$ cat config.mk
export PLATFORM = sky130hd
export DESIGN_NAME = contador_mod_ajustable
export DESIGN_NICKNAME = d
export VERILOG_FILES = /design/src/rtl/contador_mod_ajustable.sv
export SDC_FILE = /design/constraint.sdc
export NUM_CORES = 1
export LEC_CHECK = 0
export BUFFER_PORTS_ARGS = -buffer_cell sky130_fd_sc_hd__buf_2
export CORE_MARGIN = 1
export CORE_UTILIZATION = 35
export DETAILED_ROUTE_END_ITERATION = 16
export HOLD_SLACK_MARGIN = 0.05
export PLACE_DENSITY = 0.66
export RECOVER_POWER = 25
export REMOVE_ABC_BUFFERS = 1
export SYNTH_ARGS = -nofsm -noshare
export SYNTH_HDL_FRONTEND = slang
export SYNTH_SLANG_ARGS = --single-unit
$ cat constraint.sdc
create_clock -name clk -period 1.67 [get_ports clk]
set_input_delay 0.167 -clock clk [delete_from_list [all_inputs] [get_ports clk]]
set_output_delay 0.167 -clock clk [all_outputs]
set_load 0.03 [all_outputs]
$ cat src/rtl/contador_mod_ajustable.sv
`default_nettype none
// +--------------------------------------------------------------------------+
// | Module   : contador_mod_ajustable                                        |
// | Purpose  : Modulo-MODULUS up/down counter for clock/timer digits. Counts |
// |            up on a timebase tick, steps once per button press, supports |
// |            synchronous clear/load and emits a carry pulse on tick wrap  |
// |            so several instances can be cascaded (sec -> min -> hour).   |
// | Optional : define HOLD_REPEAT_EN to add auto-repeat of a held button    |
// |            (REPEAT_DELAY cycles to first repeat, then every            |
// |            REPEAT_PERIOD cycles).                                      |
// | Ports    : clk        - system clock, rising edge                       |
// |            rst_n      - asynchronous active-low reset                   |
// |            tick       - 1-cycle timebase pulse, count up one step       |
// |            btn_inc    - increment button level (clean, synchronous)     |
// |            btn_dec    - decrement button level (clean, synchronous)     |
// |            clear      - synchronous clear to 0                          |
// |            load       - synchronous load strobe                         |
// |            load_value - value loaded (clamped to MODULUS-1)             |
// |            count      - registered count                                |
// |            carry_out  - 1-cycle pulse on tick-driven MODULUS-1 -> 0     |
// |            at_max     - combinational, count == MODULUS-1               |
// | Revision : 1.0 - initial release                                         |
// +--------------------------------------------------------------------------+
module contador_mod_ajustable #(
  parameter int MODULUS       = 60,
  parameter int WIDTH         = 6,
  parameter int REPEAT_DELAY  = 500,
  parameter int REPEAT_PERIOD = 100
) (
  input  logic             clk,
  input  logic             rst_n,
  input  logic             tick,
  input  logic             btn_inc,
  input  logic             btn_dec,
  input  logic             clear,
  input  logic             load,
  input  logic [WIDTH-1:0] load_value,
  output logic [WIDTH-1:0] count,
  output logic             carry_out,
  output logic             at_max
);

  localparam logic [WIDTH-1:0] C_MAX = WIDTH'(MODULUS - 1);

  logic [WIDTH-1:0] count_q, count_d;
  logic             carry_q, carry_d;
  logic             inc_hist_q, dec_hist_q;
  logic             inc_ev, dec_ev;
  logic             step_up, step_dn;

  // Histories reset to 1 so a button held through reset release is not a press.
  assign inc_ev = btn_inc & ~inc_hist_q;
  assign dec_ev = btn_dec & ~dec_hist_q;

`ifdef HOLD_REPEAT_EN
  localparam int C_RMAX = (REPEAT_DELAY > REPEAT_PERIOD) ? REPEAT_DELAY : REPEAT_PERIOD;
  localparam int C_CW   = (C_RMAX > 1) ? $clog2(C_RMAX) : 1;
  localparam logic [C_CW-1:0] C_DLY_LAST = C_CW'(REPEAT_DELAY - 1);
  localparam logic [C_CW-1:0] C_PER_LAST = C_CW'(REPEAT_PERIOD - 1);

  typedef enum logic [1:0] {
    ST_IDLE   = 2'd0,
    ST_DELAY  = 2'd1,
    ST_REPEAT = 2'd2
  } rep_state_t;

  rep_state_t      rep_state_q;
  logic [C_CW-1:0] rep_cnt_q;
  logic            rep_up_q;     // direction of the button being repeated
  logic            held_alone;
  logic            rep_step;

  assign held_alone = rep_up_q ? (btn_inc & ~btn_dec) : (btn_dec & ~btn_inc);

  assign rep_step = held_alone &
                    (((rep_state_q == ST_DELAY)  && (rep_cnt_q == C_DLY_LAST)) ||
                     ((rep_state_q == ST_REPEAT) && (rep_cnt_q == C_PER_LAST)));

  always_ff @(posedge clk or negedge rst_n) begin
    if (!rst_n) begin
      rep_state_q <= ST_IDLE;
      rep_cnt_q   <= '0;
      rep_up_q    <= 1'b0;
    end else if (clear || load) begin
      rep_state_q <= ST_IDLE;
      rep_cnt_q   <= '0;
    end else if (inc_ev ^ dec_ev) begin
      // A fresh single press (re)starts the hold delay in its own direction.
      rep_state_q <= ST_DELAY;
      rep_cnt_q   <= '0;
      rep_up_q    <= inc_ev;
    end else begin
      case (rep_state_q)
        ST_DELAY: begin
          if (!held_alone) begin
            rep_state_q <= ST_IDLE;
          end else if (rep_cnt_q == C_DLY_LAST) begin
            rep_state_q <= ST_REPEAT;
            rep_cnt_q   <= '0;
          end else begin
            rep_cnt_q <= rep_cnt_q + 1'b1;
          end
        end
        ST_REPEAT: begin
          if (!held_alone) begin
            rep_state_q <= ST_IDLE;
          end else if (rep_cnt_q == C_PER_LAST) begin
            rep_cnt_q <= '0;
          end else begin
            rep_cnt_q <= rep_cnt_q + 1'b1;
          end
        end
        default: rep_state_q <= ST_IDLE;
      endcase
    end
  end

  assign step_up = (inc_ev & ~dec_ev) | (rep_step &  rep_up_q);
  assign step_dn = (dec_ev & ~inc_ev) | (rep_step & ~rep_up_q);
`else
  logic unused_repeat_cfg;
  assign unused_repeat_cfg = (REPEAT_DELAY > REPEAT_PERIOD);

  assign step_up = inc_ev & ~dec_ev;
  assign step_dn = dec_ev & ~inc_ev;
`endif

  always_comb begin
    count_d = count_q;
    carry_d = 1'b0;
    if (clear) begin
      count_d = '0;
    end else if (load) begin
      count_d = (load_value > C_MAX) ? C_MAX : load_value;
    end else if (inc_ev || dec_ev || step_up || step_dn) begin
      // Any button activity swallows the tick; simultaneous inc+dec is a no-op.
      if (step_up) begin
        count_d = (count_q == C_MAX) ? '0 : count_q + 1'b1;
      end else if (step_dn) begin
        count_d = (count_q == '0) ? C_MAX : count_q - 1'b1;
      end
    end else if (tick) begin
      if (count_q == C_MAX) begin
        count_d = '0;
        carry_d = 1'b1;
      end else begin
        count_d = count_q + 1'b1;
      end
    end
  end

  always_ff @(posedge clk or negedge rst_n) begin
    if (!rst_n) begin
      count_q    <= '0;
      carry_q    <= 1'b0;
      inc_hist_q <= 1'b1;
      dec_hist_q <= 1'b1;
    end else begin
      count_q    <= count_d;
      carry_q    <= carry_d;
      inc_hist_q <= btn_inc;
      dec_hist_q <= btn_dec;
    end
  end

  assign count     = count_q;
  assign carry_out = carry_q;
  assign at_max    = (count_q == C_MAX);

endmodule
`default_nettype wire

==> impl_metrics.csv <==
group,metric,value,unit
placement,port_buffers,20,
final_layout,areaGrowthSynthToFinish,51.6,%
detailed_routing,ant_nets,0,
sta,fmaxAchievable,586,MHz
worst_hold_path,min_path_cells,1,
final_layout,final_common_cell,"buf_2",
sta,worstMarginPinSlew,0.554,ns
worst_setup_path,crit_arrival,1.91,ns
cts,cts_tree,"built",
detailed_routing,viasPerCell,5.54,
detailed_routing,wl_per_cell,15.3,um
sta,min_period,1.71,ns
placement,post-place-ws,-0.144,ns
cts,ctsHtreeMaxLevel,1,
detailed_routing,route.vias.total,870,
floorplan,core-area,0.00202,sq mm
final_layout,fin_area,0.00118,sq mm
grt,track_usage,21.4,%
worst_hold_path,hold_path.class,"in -> reg",
logic_synthesis,synth_area_leaders,"dfrtp_1, ha_1, dfstp_2",
grt,grt_pass1_vias,799,
sta,hold_viol_final,0,
grt,grt_util_met2,34.9,%
final_layout,drive_above_1_share,53.1,%
grt,met1_usage,24.5,%
final_layout,fin_util,58.5,%
power,p_leak,0.560,nW
floorplan,io_pins,21,
logic_synthesis,ys_seq_elements,9,
cts,clockBufferDepth,2,
sta,maxSlewViolCount,0,
final_layout,mostFrequentLayoutCells,"buf_2, buf_4, dfrtp_1",
detailed_routing,routed_wl,2400,um
logic_synthesis,synth-main-ff-cell,"dfrtp_1",
status,outcome,"finished with violations",
floorplan,initial_utilization,38.6,%
final_layout,layout.nets,149,
worst_setup_path,worst-endpoint-required,1.87,ns
placement,placed_area,958,sq um
grt,busiest_layer,"met2",
sta,rsz0062_at_grt,"yes",
worst_setup_path,r2r_cells,6,
cts,clk_pin_slew_worst_paths,0.06,ns
flow_run,drv_cap,0,
grt,gr-usage-met3,5.92,%
sta,setup-violations-final,5,
logic_synthesis,synth_top_area_share,22.4,%
final_layout,n_antenna_cell,0,
cts,cts.sinks,9,
worst_setup_path,start_kind,"register",
logic_synthesis,ys_types,41,
logic_synthesis,synth-warning-count,0,
worst_setup_path,path_max_fanout,7,
floorplan,die_area,0.00242,sq mm
logic_synthesis,synthArstFlopShare,100,%
cts,hold_buffers,2,
worst_setup_path,worstSetupPathType,"reg -> reg",
sta,post-route-period-util,102,%
detailed_routing,drt_iter0_drc,24,
logic_synthesis,yosysTopAreaCell,"dfrtp_1",
power,ir_worst_vdd,356,uV
power,p_per_area,742,mW/mm^2
cts,cts_buffers,3,
detailed_routing,drc,0,
grt,grt_pass1_wl,3790,um
placement,gp_congestion,0.839,
cts,clock_latency,0.27,ns
power,total_power,0.000878,W
logic_synthesis,ys_seq_area_share,29.2,%
grt,overflow,0,
floorplan,fp.dieW,49.2,um
floorplan,rows,16,
logic_synthesis,synthCells,92,
placement,hpwlAfterDp,1600,um
worst_setup_path,critPathCaptureType,"register",
sta,fin_ws,-0.0366,ns
detailed_routing,first_pass_iters,4,
grt,antenna_found_initial,0,
logic_synthesis,avgSynthCellArea,8.49,sq um
grt,grt_max_degree,12,
sta,slew_headroom,63.1,%
logic_synthesis,netlist_area,781,sq um
sta,finClkSkew,0.00269,ns
status,violations,"setup timing",
logic_synthesis,synth_edf_count,0,
floorplan,dieHeight,49.2,um
cts,ctsRootBufferMaster,"clkbuf_4",
[flip-flops by register name, indices dropped and copies added (netlist names)]
name        flops
count           6
carry_out       1
dec_hist_q      1
inc_hist_q      1
[cells by family (layout without fill, tap and decap cells)]
kind of cell | Yosys count | after routing | synth area share [%]
buffers and inverters | 13 | 51 | 9.29
AOI/OAI and AO/OA | 26 | 26 | 24.5
and+or+nand+nor | 32 | 32 | 20.7
xor gates and xnor gates | 5 | 5 | 5.61
muxes | 2 | 2 | 2.72
adders and majority gates | 5 | 5 | 8.01
DFF | 9 | 9 | 29.2
[Yosys cell counts, types with 2 or more instances]
master and count:
a21oi_1 3, dfrtp_1 7, ha_1 5, a31oi_1 2, nor3_1 2, a311oi_1 2, inv_1 7, dfstp_2 2
buf_6 2, nand2b_1 2, a211o_1 2, nor2_1 9, nand2_1 7, nand3_1 4, xnor2_1 4, buf_4 2
o21ai_0 6
[power breakdown]
group,internal (W),switching [W]
combinational,0.000201,0.000228
clock,0.0000927,0.0000878
sequential,0.000239,0.0000288
[critical path, cell delays in order (launching register included)]
cell       delay [ns]
dfstp_2          0.51
nand2b_4         0.13
inv_2            0.04
ha_2             0.17
or2_4            0.31
o311a_1          0.36
o2bb2ai_2        0.11
[per-stage QoR]
step / TNS (ns) / cells / hold WS, ns
final: -0.0852 / 157 / 0.0229
after global routing: -0.535 / 157 / 0.00968
after CTS: -0.380 / 154 / 0.0177
after detailed placement: -0.724 / 145 / 0.0410
after global placement: -0.530 / 145 / 0.0369
after floorplan: -0.561 / 86 / -0.129
[area by class of cell]
type / instances / area [sq um]
repair buffers: 40 / 272
flip-flops and latches: 9 / 228
multi-input cells: 70 / 598
fillers: 175 / 838
inverters: 7 / 26.3
well taps: 27 / 33.8
clock buffers: 4 / 26.3
[path summary, 6_finish.rpt]
kind / from / to / slack (ns)
max: inc_hist_q / count[2] / -0.04
min: btn_dec / dec_hist_q / 0.02
max reg2reg: inc_hist_q / count[2] / -0.04
min reg2reg: count[0] / count[0] / 0.58
max in group asynchronous: rst_n / dec_hist_q / 0.92
min in group asynchronous: rst_n / count[5] / 0.38
[routing by layer]
metal  vias to the layer above  wire, um
li1                        411         -
met4                         0        61
met5                         -         0
met3                         7       133
met2                        31      1190
met1                       421      1010
[timing repair]
action                                 4_1_cts  5_1_grt
resized for setup                           21       16
endpoints found under the hold margin       11        1
setup endpoints to repair                    7        7
cloned                                       0        0
buffers inserted                             3        3
pin swaps                                   12       11
Power figures use the tool's default switching activity.
